<file path="src/rtl/hazard_detect.sv">
// Hazard detection for the non-forwarding pipeline: tracks in-flight destination
// registers for EX/MEM/WB and produces the hazard_op code for the pipeline register control.
module hazard_detect #(
  parameter bit WB_BYPASS = 1'b0,
  parameter int CNT_W     = 16
) (
  input  logic             clk_i,
  input  logic             rst_ni,
  input  logic             id_valid_i,
  input  logic [4:0]       id_rs1_addr_i,
  input  logic [4:0]       id_rs2_addr_i,
  input  logic             id_rs1_used_i,
  input  logic             id_rs2_used_i,
  input  logic [4:0]       id_rd_addr_i,
  input  logic             id_rd_wren_i,
  input  logic             mem_br_taken_i,
  output logic [1:0]       hazard_op_o,
  output logic [CNT_W-1:0] data_stall_cnt_o,
  output logic [CNT_W-1:0] flush_cnt_o
);

  typedef enum logic [1:0] {
    OP_NONE = 2'd0,
    OP_DATA = 2'd1,
    OP_CTRL = 2'd2
  } op_e;

  localparam logic [CNT_W-1:0] CNT_MAX = '1;

  logic       ex_valid, mem_valid, wb_valid;
  logic [4:0] ex_rd, mem_rd, wb_rd;
  logic       rs1_hit, rs2_hit;
  op_e        op;

  function automatic logic src_hit(
    input logic [4:0] rs,
    input logic       ex_v,
    input logic [4:0] ex_r,
    input logic       mem_v,
    input logic [4:0] mem_r,
    input logic       wb_v,
    input logic [4:0] wb_r
  );
    logic hit;
    hit = (ex_v && (ex_r == rs)) || (mem_v && (mem_r == rs));
    if (!WB_BYPASS) hit = hit || (wb_v && (wb_r == rs));
    return (rs != 5'd0) && hit;
  endfunction

  always_comb begin
    rs1_hit = id_valid_i && id_rs1_used_i &&
              src_hit(id_rs1_addr_i, ex_valid, ex_rd, mem_valid, mem_rd, wb_valid, wb_rd);
    rs2_hit = id_valid_i && id_rs2_used_i &&
              src_hit(id_rs2_addr_i, ex_valid, ex_rd, mem_valid, mem_rd, wb_valid, wb_rd);
  end

  // Control beats data; reset forces the op quiet even with a branch pending on the inputs.
  always_comb begin
    op = OP_NONE;
    if (!rst_ni)             op = OP_NONE;
    else if (mem_br_taken_i) op = OP_CTRL;
    else if (rs1_hit || rs2_hit) op = OP_DATA;
  end

  assign hazard_op_o = op;

  // The rd fields shift unconditionally; only the valid bits decide whether a slot matters.
  always_ff @(posedge clk_i or negedge rst_ni) begin
    if (!rst_ni) begin
      ex_valid  <= 1'b0;
      mem_valid <= 1'b0;
      wb_valid  <= 1'b0;
      ex_rd     <= 5'd0;
      mem_rd    <= 5'd0;
      wb_rd     <= 5'd0;
    end else begin
      wb_valid <= mem_valid;
      wb_rd    <= mem_rd;
      mem_rd   <= ex_rd;
      ex_rd    <= id_rd_addr_i;
      case (op)
        OP_NONE: begin
          mem_valid <= ex_valid;
          ex_valid  <= id_valid_i && id_rd_wren_i && (id_rd_addr_i != 5'd0);
        end
        OP_DATA: begin
          mem_valid <= ex_valid;
          ex_valid  <= 1'b0;
        end
        default: begin
          mem_valid <= 1'b0;
          ex_valid  <= 1'b0;
        end
      endcase
    end
  end

  always_ff @(posedge clk_i or negedge rst_ni) begin
    if (!rst_ni) begin
      data_stall_cnt_o <= '0;
      flush_cnt_o      <= '0;
    end else begin
      if (op == OP_DATA && data_stall_cnt_o != CNT_MAX)
        data_stall_cnt_o <= data_stall_cnt_o + 1'b1;
      if (op == OP_CTRL && flush_cnt_o != CNT_MAX)
        flush_cnt_o <= flush_cnt_o + 1'b1;
    end
  end

endmodule

</file>
<file path="config.mk">
export PLATFORM = sky130hd
export DESIGN_NAME = hazard_detect
export DESIGN_NICKNAME = d
export VERILOG_FILES = /design/src/rtl/hazard_detect.sv
export SDC_FILE = /design/constraint.sdc
export NUM_CORES = 1
export LEC_CHECK = 0
export CORE_ASPECT_RATIO = 1.75
export CORE_UTILIZATION = 40
export CTS_CLUSTER_SIZE = 16
export DETAILED_ROUTE_END_ITERATION = 10
export HOLD_SLACK_MARGIN = 0.12
export PLACE_DENSITY = 0.67
export SYNTH_ARGS = -nofsm -noshare
export SYNTH_HDL_FRONTEND = slang
export SYNTH_SLANG_ARGS = --single-unit
</file>
<file path="constraint.sdc">
create_clock -name clk_i -period 3.13 [get_ports clk_i]
set_input_delay 0.4695 -clock clk_i [delete_from_list [all_inputs] [get_ports clk_i]]
set_output_delay 0.4695 -clock clk_i [all_outputs]
set_load 0.005 [all_outputs]
</file>
==> key figures, run 1 <==
Floorplan
  • FP Rows: 36
  • CORE AREA: ~5600 µm²
  • Initial Utilization: around 42%
  • Die width: between 60 and 70 µm
  • Die Ht: about 100 µm
  • Top Ports: 56
  • Total die area: roughly 6300 µm²

Worst setup path
  • Most used cell, CP: clkdlybuf4s50_1
  • RR Endpoint: data_stall_cnt_o[12]
  • Worst EP arrival: approximately 2.5 ns
  • Reg-to-reg startpoint: ex_rd[4]
  • Setup CP Type: primary input to output port
  • CP Launch Type: primary input
  • Flop2flop setup slack: ~0.85 ns
  • Crit end category: output port
  • Crit Path Max Fanout: 4
  • Critical Path, Cell by Cell: clkdlybuf4s50_1 -> xor2_1 -> nor4_1 -> nand3_1 -> a31oi_4 -> nor2_2 -> nor2b_1 -> clkdlybuf4s50_1
  • CP max-delay cell: clkdlybuf4s50_1
  • Crit path launch: id_rs2_addr_i[0]
  • Depth of the worst register-to-register path: 8
  • Worst EP required: 2.66 ns
  • Worst stage delay on the critical path: a little over 0.5 ns
  • Worst setup path end: hazard_op_o[0]

Power and ir drop
  • Maximum vdd ir drop: 0.347 mV
  • Switching Share: between 20% and 30%
  • Gate power share: 16.7%
  • Internal Power: 1.08 mW
  • Static leakage: between 1 and 1.5 nW
  • Clock share of power: a little under a third
  • Net Sw Power: around 0.36 mW
  • Seq pwr share: 52.7%
  • Pwr/cell area: about 450 nW/µm²

Hold path
  • Hold WC Path Type: register to register

STA
  • Fin crit share: between 90 and 100%
  • Setup Total Neg Slack: 0 ns
  • Crit path time final: 2.99 ns
  • Hold Violations, Final: 0
  • RSZ-0062 raised after global routing: false
  • Worst Max-Slew Pin Slew: 0.634 ns
  • Max Freq: about 330 MHz
  • Clock Skews: 0.00946 ns
  • Final setup fails: 0
  • Hold_ws: around 0.42 ns
  • Slew Viols, Final: 0
  • Slew Limit Headroom: between 50% and 60%

Status
  • Result of the run: finished clean

Yosys
  • Top cells by count, synth: dfrtp_1, xor2_1, xnor2_1
  • Post-synth top area share: between 50% and 60%
  • Synthesized area per cell: around 12 µm²
  • Yosys top cell by area: dfrtp_1
  • Async SR Flop Fraction: 100%
  • Main synth FF type: dfrtp_1
  • Sequential share of the synthesized area: about 53%
  • Synth Instances: 201
  • Cell Area, Synth: 2380 µm²
  • Post-synth EDFFs: 0
  • Most frequent cell after synthesis: dfrtp_1
  • Largest cells by area after synthesis: dfrtp_1, xor2_1, xnor2_1, nand3_1, nand4_1
  • Count of cell types in the netlist: 31
  • Syn Nets: about 230
  • Yosys reg bits: 50
  • YS warnings: 0

GRT
  • Initial antenna violation count: 0
  • Largest net degree at the start of global routing: 38
  • Total congestion overflow: 0
  • Global-route wire length before repair: about 8.6 mm
  • Vias in the first global route: ~1,800
  • GRT Resource Usage Total: 18.2%

Clock tree
  • Clock Sinks: 50
  • TritonCTS clock tree: built
  • Post-CTS Setup Repair Bufs: 0
  • CTS Buf Count: 5
  • Clk buf depth: 2
  • # H-tree levels: 2
  • Root Buffer: clkbuf_8
  • Clock Pin Slew Worst Setup and Hold Paths: approximately 0.090 ns
  • Clk Latency, worst-skew pair: roughly 0.30 ns

Place
  • Placed Instance Area: 3050 µm²
  • GP Congestion: about 0.83
  • DPL Wire Length: ~4.0 mm
  • IO buf count: 55

Route
  • ANT nets after route: 0
  • Vias: 1,715
  • # DRC: 0
  • Routed WL: 5.16 mm
  • Vias per inst: 4.97
  • Detailed Routing Iterations Pass 1: 2
  • First DRT Iteration DRCs: 39
  • Drt wl/cell: approximately 15 µm

Run
  • Maxcap violations: 0

Cells and area
  • Post-route cell area: between 3000 and 4000 µm²
  • Area grow syn2layout: 33.9%
  • ANT cells: 0
  • Fill cells: 515
  • Final net count: between 200 and 300
  • Layout cells sized above 1: 8.92%
## power groups by stage
stage               clock network (mW)  logic, mW  registers (mW)
floorplan                            0     0.0892           0.765
global placement                     0      0.239           0.773
detailed placement                   0      0.244           0.774
CTS                              0.462      0.245           0.762
global route                     0.489      0.265           0.768
finish                           0.440      0.242           0.760
## cell usage in the layout, fill, tap and decap left out
cell,synthesis,layout
clkbuf_8,0,5
nor3_2,2,2
and3_1,3,3
dfrtp_1,50,50
or3_1,1,1
nand2_1,15,15
nand3_1,16,16
or2_1,1,1
dlymetal6s2s_1,0,7
nor2_2,1,1
inv_1,3,3
nor2_1,9,9
mux2_1,3,3
nand4_1,10,10
dlygate4sd3_1,0,1
xor2_1,33,33
buf_2,0,1
clkbuf_1,0,2
o31ai_1,1,1
o21ai_2,1,1
ha_1,2,2
and2_1,1,1
and4_1,1,1
o2111ai_2,1,1
o21ai_1,1,1
bufinv_16,0,1
clkdlybuf4s50_1,0,47
nor3_1,1,1
or4_1,3,3
nor4_2,3,4
nor4_1,5,4
xnor2_1,26,26
buf_4,0,5
and3b_1,1,1
nor2b_1,2,2
a31oi_4,2,2
o211a_4,1,1
o2111a_1,1,1
## routing by layer
layer / track usage [%] / wire length (µm) / share of wire, % / vias up
met5: 0 / 0 / 0 / -
met4: 5.81 / 120 / 2.3 / 0
met3: 3.23 / 162 / 3.1 / 9
met2: 32.1 / 2800 / 54 / 37
met1: 21.2 / 2080 / 40 / 842
li1: - / - / - / 827
## kinds of logic after synthesis
logic type / count (synthesis) / share of synthesized area (%)
AO/OA/AOI/OAI: 8 / 4.52
adder cells (fa/ha/maj): 2 / 1.05
AND/OR/NAND/NOR: 75 / 17.8
buffers and inverters: 4 / 0.946
flip-flops: 50 / 52.6
multiplexers: 3 / 1.42
XOR/XNOR: 59 / 21.7
## through the flow
stage	setup WS (ns)	power, mW	utilization [%]	cells
global placement	0.0837	1.01	54.1	336
detailed placement	0.0207	1.02	54.1	336
CTS	0.0180	1.47	56.2	345
floorplan	1.08	0.854	-	201
global route	0.0166	1.52	56.6	345
finish	0.136	1.44	56.6	345
## layout make-up
cell class | count | area, µm² | share of cell area, %
clock inverter | 1 | 30.0 | 0.942
sequential | 50 | 1250 | 39.3
clock buffer | 7 | 76.3 | 2.39
tap | 76 | 95.1 | 2.98
multi-input combinational | 147 | 1110 | 34.9
timing repair buffer | 61 | 611 | 19.2
inverter | 3 | 11.3 | 0.353
## how the worst min path moves through the flow
stage                     startpoint  slack (ns)  depth (start not counted)                  end
after floorplan               rst_ni        0.17                          0  data_stall_cnt_o[0]
after global placement     mem_valid        0.40                          0             wb_valid
after detailed placement      rst_ni        0.41                          1             ex_valid
after CTS                  mem_valid        0.43                          0             wb_valid
after global routing       mem_valid        0.43                          0             wb_valid
final                      mem_valid        0.42                          0             wb_valid
## sequential cells by signal, summed over array words and instances, names as in the netlist
name,cells
wb_rd,5
flush_cnt_o,16
ex_valid,1
mem_valid,1
mem_rd,5
ex_rd,5
wb_valid,1
data_stall_cnt_o,16
## worst max-delay path: cells and delay by family
kind,cells,cell delay (ns)
compound gates,1,0.23
xor+xnor,1,0.18
buf+inv,2,1.02
simple gates,4,0.62
## repair_timing
action,CTS,global route
endpoints found under the hold margin,13,0
resized for setup,0,8
hold buffers,1,0
endpoints found under the setup margin,0,1
(Power assumes the default switching activity.)
==> run 2, diff against run 1 <==
- GPL_TIMING_DRIVEN: default -> 0
==> run 2 against run 1 <==
- global-route usage shrank 0.44 points
- fmax shrank 0.17%
- flip-flop and latch count is the same
- clock skew grew 0.0011 ns
- register-to-register slack gained 0.13 ns
- critical endpoint unchanged
- largest power group unchanged
- highest routed layer unchanged
==> key figures, run 2 (synthesized netlist as in run 1, its figures left out) <==
Status
  • Result of the run: finished clean (unchanged)

Worst setup path
  • Worst EP required: 2.66 ns (about the same)
  • Reg-to-reg startpoint: ex_rd[1] (was ex_rd[4])
  • Flop2flop setup slack: 0.98 ns (was 0.85 ns)
  • Crit Path Max Fanout: 4 (unchanged)
  • Crit end category: output port (unchanged)
  • Worst EP arrival: 2.53 ns (was 2.52 ns)
  • CP Launch Type: primary input (unchanged)
  • RR Endpoint: data_stall_cnt_o[4] (was data_stall_cnt_o[12])
  • Setup CP Type: primary input to output port (unchanged)
  • Depth of the worst register-to-register path: 9 (was 8)

Cells and area
  • ANT cells: 0 (unchanged)
  • Biggest regs: data_stall_cnt_o x16, flush_cnt_o x16 (unchanged)
  • Area grow syn2layout: 33.3% (was 33.9%)
  • Final net count: 290 (was 292)
  • Layout cells sized above 1: 9.74% (was 8.92%)
  • Fill cells: 541 (was 515)
  • Most common cell after layout, fill and taps aside: dfrtp_1 (unchanged)
  • Most frequent cells in the layout: dfrtp_1, clkdlybuf4s50_1, xor2_1 (unchanged)

STA
  • Worst Max-Slew Pin Slew: 0.647 ns (was 0.634 ns)
  • Clock Skews: 0.0105 ns (was 0.00946 ns)
  • Fin worst setup slack: 0.130 ns (was 0.136 ns)
  • Hold_ws: 0.114 ns (was 0.421 ns)
  • Slew Limit Headroom: 56.5% (was 57.4%)
  • RSZ-0062 raised after global routing: false (unchanged)
  • Final setup fails: 0 (unchanged)
  • Hold Violations, Final: 0 (unchanged)
  • Setup Total Neg Slack: 0 ns (unchanged)
  • Max Freq: 333 MHz (was 334 MHz)
  • Fin crit share: 95.8% (was 95.7%)
  • Crit path time final: 3.00 ns (was 2.99 ns)
  • Slew Viols, Final: 0 (unchanged)

Floorplan
  • Die width: 60.3 µm (unchanged)
  • FP Rows: 36 (unchanged)
  • Die Ht: 104 µm (unchanged)
  • CORE AREA: 5630 µm² (unchanged)
  • Initial Utilization: 42.3% (unchanged)
  • Total die area: 6270 µm² (unchanged)
  • Top Ports: 56 (unchanged)

GRT
  • Initial antenna violation count: 0 (unchanged)
  • Vias in the first global route: 1,839 (was 1,795)
  • Global-route wire length before repair: 8.36 mm (was 8.62 mm)
  • Total congestion overflow: 0 (unchanged)
  • Largest net degree at the start of global routing: 34 (was 38)
  • GRT Resource Usage Total: 17.8% (was 18.2%)

Route
  • Drt wl/cell: 14.7 µm (was 15.0 µm)
  • ANT nets after route: 0 (unchanged)
  • Routed WL: 5.03 mm (was 5.16 mm)
  • First DRT Iteration DRCs: 52 (was 39)
  • Vias: 1,712 (was 1,715)
  • # DRC: 0 (unchanged)
  • Vias per inst: 4.99 (was 4.97)
  • Detailed Routing Iterations Pass 1: 3 (was 2)

Power and ir drop
  • Maximum vdd ir drop: 0.297 mV (was 0.347 mV)
  • Static leakage: 1.34 nW (was 1.37 nW)
  • Pwr/cell area: 435 nW/µm² (was 452 nW/µm²)

Place
  • GP Congestion: 0.789 (was 0.833)
  • Dpl ws: -0.0950 ns (was 0.0207 ns)
  • IO buf count: 55 (unchanged)
  • DPL Wire Length: 3.87 mm (was 3.95 mm)

Clock tree
  • Hold-fix buffers, CTS: 0 (was 1)
  • Root Buffer: clkbuf_8 (unchanged)
  • TritonCTS clock tree: built (unchanged)
  • Clk buf depth: 2 (unchanged)
  • # H-tree levels: 2 (unchanged)
  • Clock Pin Slew Worst Setup and Hold Paths: 0.10 ns (was 0.09 ns)
  • CTS Buf Count: 5 (unchanged)
  • Clock Sinks: 50 (unchanged)
  • Clk Latency, worst-skew pair: 0.31 ns (was 0.30 ns)

Run
  • Maxcap violations: 0 (unchanged)

Hold path
  • Hold WC Path Type: primary input to asynchronous set/reset pin (was register to register)
run 2: per-stage QoR:
stage	util (%)	power (mW)	instance area, µm²	instances
final	56.3	1.38	3170	343
after global routing	56.3	1.45	3170	343
after floorplan	-	0.854	2380	201
after detailed placement	54.0	1.02	3040	333
after CTS	56.1	1.41	3160	343
after global placement	53.7	1.01	3030	332
run 2: power breakdown:
| part | total (mW) | switching [mW] | leakage (nW) | internal, mW |
|---|---|---|---|---|
| sequential | 0.760 | 0.0620 | 0.645 | 0.698 |
| clock | 0.378 | 0.218 | 0.0408 | 0.160 |
| combinational | 0.241 | 0.0940 | 0.656 | 0.147 |
| total | 1.38 | 0.374 | 1.34 | 1.01 |
run 2: timing repair:
| item | CTS | global route |
|---|---|---|
| pin swaps | 4 | 2 |
| resized for setup | 3 | 5 |
| buffers inserted | 2 | 0 |
| setup endpoints to repair | 1 | 1 |
run 2: critical path, stage by stage:
cell and delay, ns:
clkdlybuf4s50_1 0.50, xor2_1 0.19, nor4_1 0.31, nand3_1 0.17, a31oi_4 0.19, nor2_2 0.07
nor2b_1 0.11, clkdlybuf4s50_1 0.51
run 2: worst max path at each step:
stage                     slack [ns]        startpoint                   end  depth (start not counted)
after global routing            0.02  id_rs2_addr_i[2]        hazard_op_o[0]                          8
after detailed placement        -0.1  id_rs1_addr_i[1]        hazard_op_o[0]                          8
after CTS                       0.01  id_rs1_addr_i[3]        hazard_op_o[0]                          8
final                           0.13  id_rs2_addr_i[2]        hazard_op_o[0]                          8
after global placement         -1.27            rst_ni       flush_cnt_o[12]                          5
after floorplan                 1.08  id_rs2_addr_i[2]  data_stall_cnt_o[12]                          7
run 2: final cells by class:
| cell class | instances | area, µm² | share of cell area [%] |
|---|---|---|---|
| clock inverters | 3 | 23.8 | 0.750 |
| inverters | 3 | 11.3 | 0.355 |
| clock buffers | 5 | 68.8 | 2.17 |
| repair buffers | 58 | 592 | 18.7 |
| plain buffers | 1 | 11.3 | 0.355 |
| flip-flops and latches | 50 | 1250 | 39.4 |
| well taps | 76 | 95.1 | 3.00 |
| multi-input cells | 147 | 1120 | 35.3 |
run 2: routing by layer:
layer	vias up	global-route usage, %	share of wire (%)
li1	826	-	-
met1	843	19.3	38
met2	35	32.1	56
met3	8	2.99	3.6
met4	0	6.98	1.8
met5	-	0	0
==> RTL change 1, RTL diff (settings of run 2) <==
The parameter `CNT_W` goes from 16 to 32.
--- a/src/rtl/hazard_detect.sv
+++ b/src/rtl/hazard_detect.sv
@@ -4,3 +4,3 @@
   parameter bit WB_BYPASS = 1'b0,
-  parameter int CNT_W     = 16
+  parameter int CNT_W     = 32
 ) (
Ports: changed (resized data_stall_cnt_o and flush_cnt_o); port bits go from 56 to 88. The function was not compared with the original's and may differ.
==> RTL change 1 against run 2 <==
- global-route usage grew 2.0 points
- non-clock buffer count rose by 39
- via count increased by 80%
- routed wire length is 89% higher
- area after synthesis is 64% higher
- cell count rose by 67%
- total power rose by 82%
- sequential share of layout area shrank 0.94 points
- sequential cell count is 32 higher
- clock skew shrank 0.0020 ns
- synthesized cell count grew 72%
- cell area is 68% higher
- setup slack better by 0.10 ns
- critical path type unchanged
- largest power group unchanged
==> RTL change 1: results (changes against run 2) <==
[global_routing]
use_met1=0.214  ; +0.0202
global_route.usage.met3=0.0407  ; +0.0108
grt_pass1_wl_um=15800  ; +89%
grt_pass1_vias=3288  ; +79%
grt_use_met2=0.360  ; +0.0388
grt_antenna_before_repair=0  ; unchanged
grt_max_degree=55  ; +62%
grt_use_total=0.197  ; +0.0196

[clock_tree]
clock_latency_ns=0.33  ; +0.02 ns
htree_levels=3  ; +1
root_buffer=clkbuf_16
clockBufferDepth=2  ; unchanged
cts_inserted_buffers=9  ; +4
clkTransAtPathRegs_ns=0.06  ; -0.04 ns

[run_status]
outcome=complete, no violations

[critical_path]
worstPathArrival_ns=2.43  ; -0.10 ns
path_max_fanout=4  ; unchanged

[synth]
yosysTopAreaCell=dfrtp_1
synth.top_cell.area_share=0.526  ; about the same
ys_seq_area_frac=0.526  ; about the same
yosys_warnings=0  ; unchanged
synth.distinct_cells=35  ; +13%
synth_area_leaders=dfrtp_1 (53%), xnor2_1 (13%), xor2_1 (7.0%), nand4_1 (5.6%), nand3_1 (3.2%)
synth_nets=369  ; +64%
ys_async_sr_fraction=1.00  ; unchanged
netlist_top_cells_count=dfrtp_1 (82), xnor2_1 (58), nand4_1 (35)

[placement]
placed_cell_area_um2=4950  ; +63%
hpwl_um=6950  ; +80%
dp_slack_ns=-0.102  ; -0.00721 ns
place.gp.congestion=0.796  ; +0.90%
io_buffers=87  ; +58%

[layout]
finalNetCount=470  ; +62%
n_antenna_cell=0  ; unchanged
reg.largest.list=data_stall_cnt_o: 32 flops, flush_cnt_o: 32 flops
final.fill_count=825  ; +52%
drive_above_1_share=0.0931  ; -0.00425

[drt]
vias_per_cell=5.38  ; +7.9%
first_iter_violations=101  ; +94%
wl_per_cell_um=16.6  ; +13%
drtPass1Iterations=4  ; +1

[timing]
worst_pin_slew_ns=0.850  ; +0.203 ns
skew_ns=0.00856  ; -0.00196 ns

[hold_path]
min_path_type=reg -> reg

[power]
netSwitchingPower_uw=606  ; +62%
vdd_drop_max_mv=0.417  ; +41%
p_leak_uw=0.00227  ; +69%

## RTL change 1: cell types whose count changed after synthesis, sizes merged, moves of 3 or more
cell   change
nor3       +4
nand2      +4
nand3     +11
a31oi      +3
dfrtp     +32
buf        +5
nand4     +28
xnor2     +32
and2       +5
and4       +5
and3      +10
## RTL change 1: layout make-up
cell class / count / area, um2 / area share
well taps: 122 / 153 / 0.0286
multi-input cells: 251 / 1810 / 0.339
clock inverters: 6 / 65.1 / 0.0122
inverters: 4 / 15.0 / 0.00282
plain buffers: 8 / 60.1 / 0.0113
flip-flops and latches: 82 / 2050 / 0.385
repair buffers: 90 / 940 / 0.176
clock buffers: 10 / 239 / 0.0448
## RTL change 1: logic make-up (layout without fill, tap and decap cells)
family | after synthesis | after routing | synth area share
xor gates and xnor gates | 89 | 89 | 0.200
buffers and inverters | 12 | 118 | 0.0192
muxes | 2 | 2 | 0.00577
DFF | 82 | 82 | 0.526
and+or+nand+nor | 147 | 147 | 0.224
AOI/OAI and AO/OA | 11 | 11 | 0.0186
adders and majority gates | 2 | 2 | 0.00641
## RTL change 1: critical path: stages
cell and delay, ns:
dlygate4sd2_1 0.31, or4_1 0.54, o21ai_1 0.19, a31oi_1 0.05, or2_1 0.26, and2_1 0.15, clkdlybuf4s50_1 0.46
## RTL change 1: routing by layer
metal  wire [um]  up-vias
met5           0        -
met4         331        0
met3         405       24
met2        5070       89
met1        3680     1542
li1            -     1430
## RTL change 1: final timing paths
path                                  start                    to  slack, ns  cells after the start
max                        id_rs1_addr_i[1]        hazard_op_o[0]       0.23                      7
min reg2reg                       mem_rd[1]              wb_rd[1]       0.43                      0
min                               mem_rd[1]              wb_rd[1]       0.43                      0
min in group asynchronous            rst_ni       flush_cnt_o[25]       0.66                      3
max reg2reg                  flush_cnt_o[0]        flush_cnt_o[1]       0.73                      8
max in group asynchronous            rst_ni  data_stall_cnt_o[24]       2.20                      3
## RTL change 1: through the flow
| step | utilization | std cells |
|---|---|---|
| after global routing | 0.563 | 573 |
| after detailed placement | 0.523 | 555 |
| final | 0.563 | 573 |
| after global placement | 0.520 | 554 |
| after floorplan | - | 345 |
| after CTS | 0.558 | 573 |
## RTL change 1: power by group through the flow
stage                     Clock (uW)  Sequential (uW)  Combinational (uW)
after floorplan                    0             1180                91.6
after detailed placement           0             1190                 259
after global placement             0             1190                 247
after global routing            1130             1180                 291
final                           1070             1180                 263
after CTS                       1090             1180                 265
## RTL change 1: repair_timing
item                       in CTS  in global routing
setup endpoints to repair       1                  1
pin swaps                       0                  2
hold endpoints to repair       31                  0
hold buffers                    2                  0
gates resized for setup         6                 11
buffers inserted                0                  0
==> RTL change 2, RTL diff (settings of run 2) <==
Without the edit above. Put one more register stage on the output `flush_cnt_o`, cleared by the reset. The value now appears one clock later. The other outputs are not delayed to match.
--- a/src/rtl/hazard_detect.sv
+++ b/src/rtl/hazard_detect.sv
@@ -28,2 +28,4 @@
   localparam logic [CNT_W-1:0] CNT_MAX = '1;
+
+  logic [CNT_W-1:0] flush_cnt_s0;
 
@@ -100,3 +102,3 @@
       data_stall_cnt_o <= '0;
-      flush_cnt_o      <= '0;
+      flush_cnt_s0     <= '0;
     end else begin
@@ -104,4 +106,12 @@
         data_stall_cnt_o <= data_stall_cnt_o + 1'b1;
-      if (op == OP_CTRL && flush_cnt_o != CNT_MAX)
-        flush_cnt_o <= flush_cnt_o + 1'b1;
+      if (op == OP_CTRL && flush_cnt_s0 != CNT_MAX)
+        flush_cnt_s0 <= flush_cnt_s0 + 1'b1;
+    end
+  end
+
+  always_ff @(posedge clk_i or negedge rst_ni) begin
+    if (!rst_ni) begin
+      flush_cnt_o <= '0;
+    end else begin
+      flush_cnt_o <= flush_cnt_s0;
     end
Function: changed (a bounded check fails within 4 cycles, from zero or initial values and one cycle with rst_ni low).
==> RTL change 2 against run 2 <==
- maximum frequency shrank 2.0%
- highest routed layer unchanged
- setup slack worse by 0.061 ns
- sequential power grew 33%
- first-iteration DRC count is 38% higher
- utilization fell by 1.3 points
- total power increased by 67%
- area after synthesis is 24% higher
- cell area up 25%
- routed wire length increased by 21%
- largest power group is now the clock network
- clock power rose to 2.8 times the old value
- sequential cell count up 16
==> RTL change 2: results (changes against run 2) <==
[run_status]
outcome=complete, no violations

[drt]
wl_per_cell_um=15.7  ; +7.4%
drtPass1Iterations=4  ; +1

[synth]
syn_inst=229  ; +14%
synth_area_leaders=dfrtp_1 (56%), xor2_1 (12%), xnor2_1 (5.7%), a2111oi_4 (4.7%), nand3_1 (3.4%)
synth_nets=253  ; +12%

[placement]
place.gp.congestion=0.819  ; +3.8%
hpwl_um=4370  ; +13%
dp_slack_ns=-0.309  ; -0.214 ns
placed_cells=370  ; +11%

[global_routing]
grt_use_total=0.185  ; +0.00792
grt_max_degree=69  ; +100%
global_route.usage.met3=0.0522  ; +0.0223
use_met1=0.199  ; +0.00579

[power]
netSwitchingPower_uw=518  ; +39%
clockPowerShare=0.459  ; +0.185

[clock_tree]
clkTransAtPathRegs_ns=0.05  ; -0.05 ns
clock_latency_ns=0.33  ; +0.02 ns
cts_inserted_buffers=9  ; +4

[critical_path]
reg2reg_to=data_stall_cnt_o[1]
path_max_fanout=10  ; +6

[layout]
layout.nonclk_buf_frac=0.150  ; -0.0403
drive_above_1_share=0.133  ; +0.0355
finalNetCount=320  ; +10%

[floorplanning]
tap-cell-count=86  ; +13%

[RTL change 2: changes by cell type in the layout (fill, tap and decap cells not counted), moves of 5 or more]
cell,change
clkbuf_16,+9
dfrtp_1,+16
xor2_1,+7
xnor2_1,-7
a2111oi_4,+5
inv_1,+5
[RTL change 2: kinds of logic (layout without fill, tap and decap cells)]
logic type,count (synthesis),after routing,synth area share
flip-flops,66,66,0.561
multiplexers,1,1,0.00382
XOR/XNOR,59,59,0.176
AND/OR/NAND/NOR,66,66,0.118
buffers and inverters,11,83,0.0225
AO/OA/AOI/OAI,24,24,0.111
adder cells (fa/ha/maj),2,2,0.00850
[RTL change 2: worst max-delay path, stage by stage]
cell and delay [ns]:
clkdlybuf4s50_1 0.54, or4_1 0.50, o21ai_0 0.32, a31o_4 0.23, buf_12 0.17, a21oi_2 0.07, dlygate4sd2_1 0.28
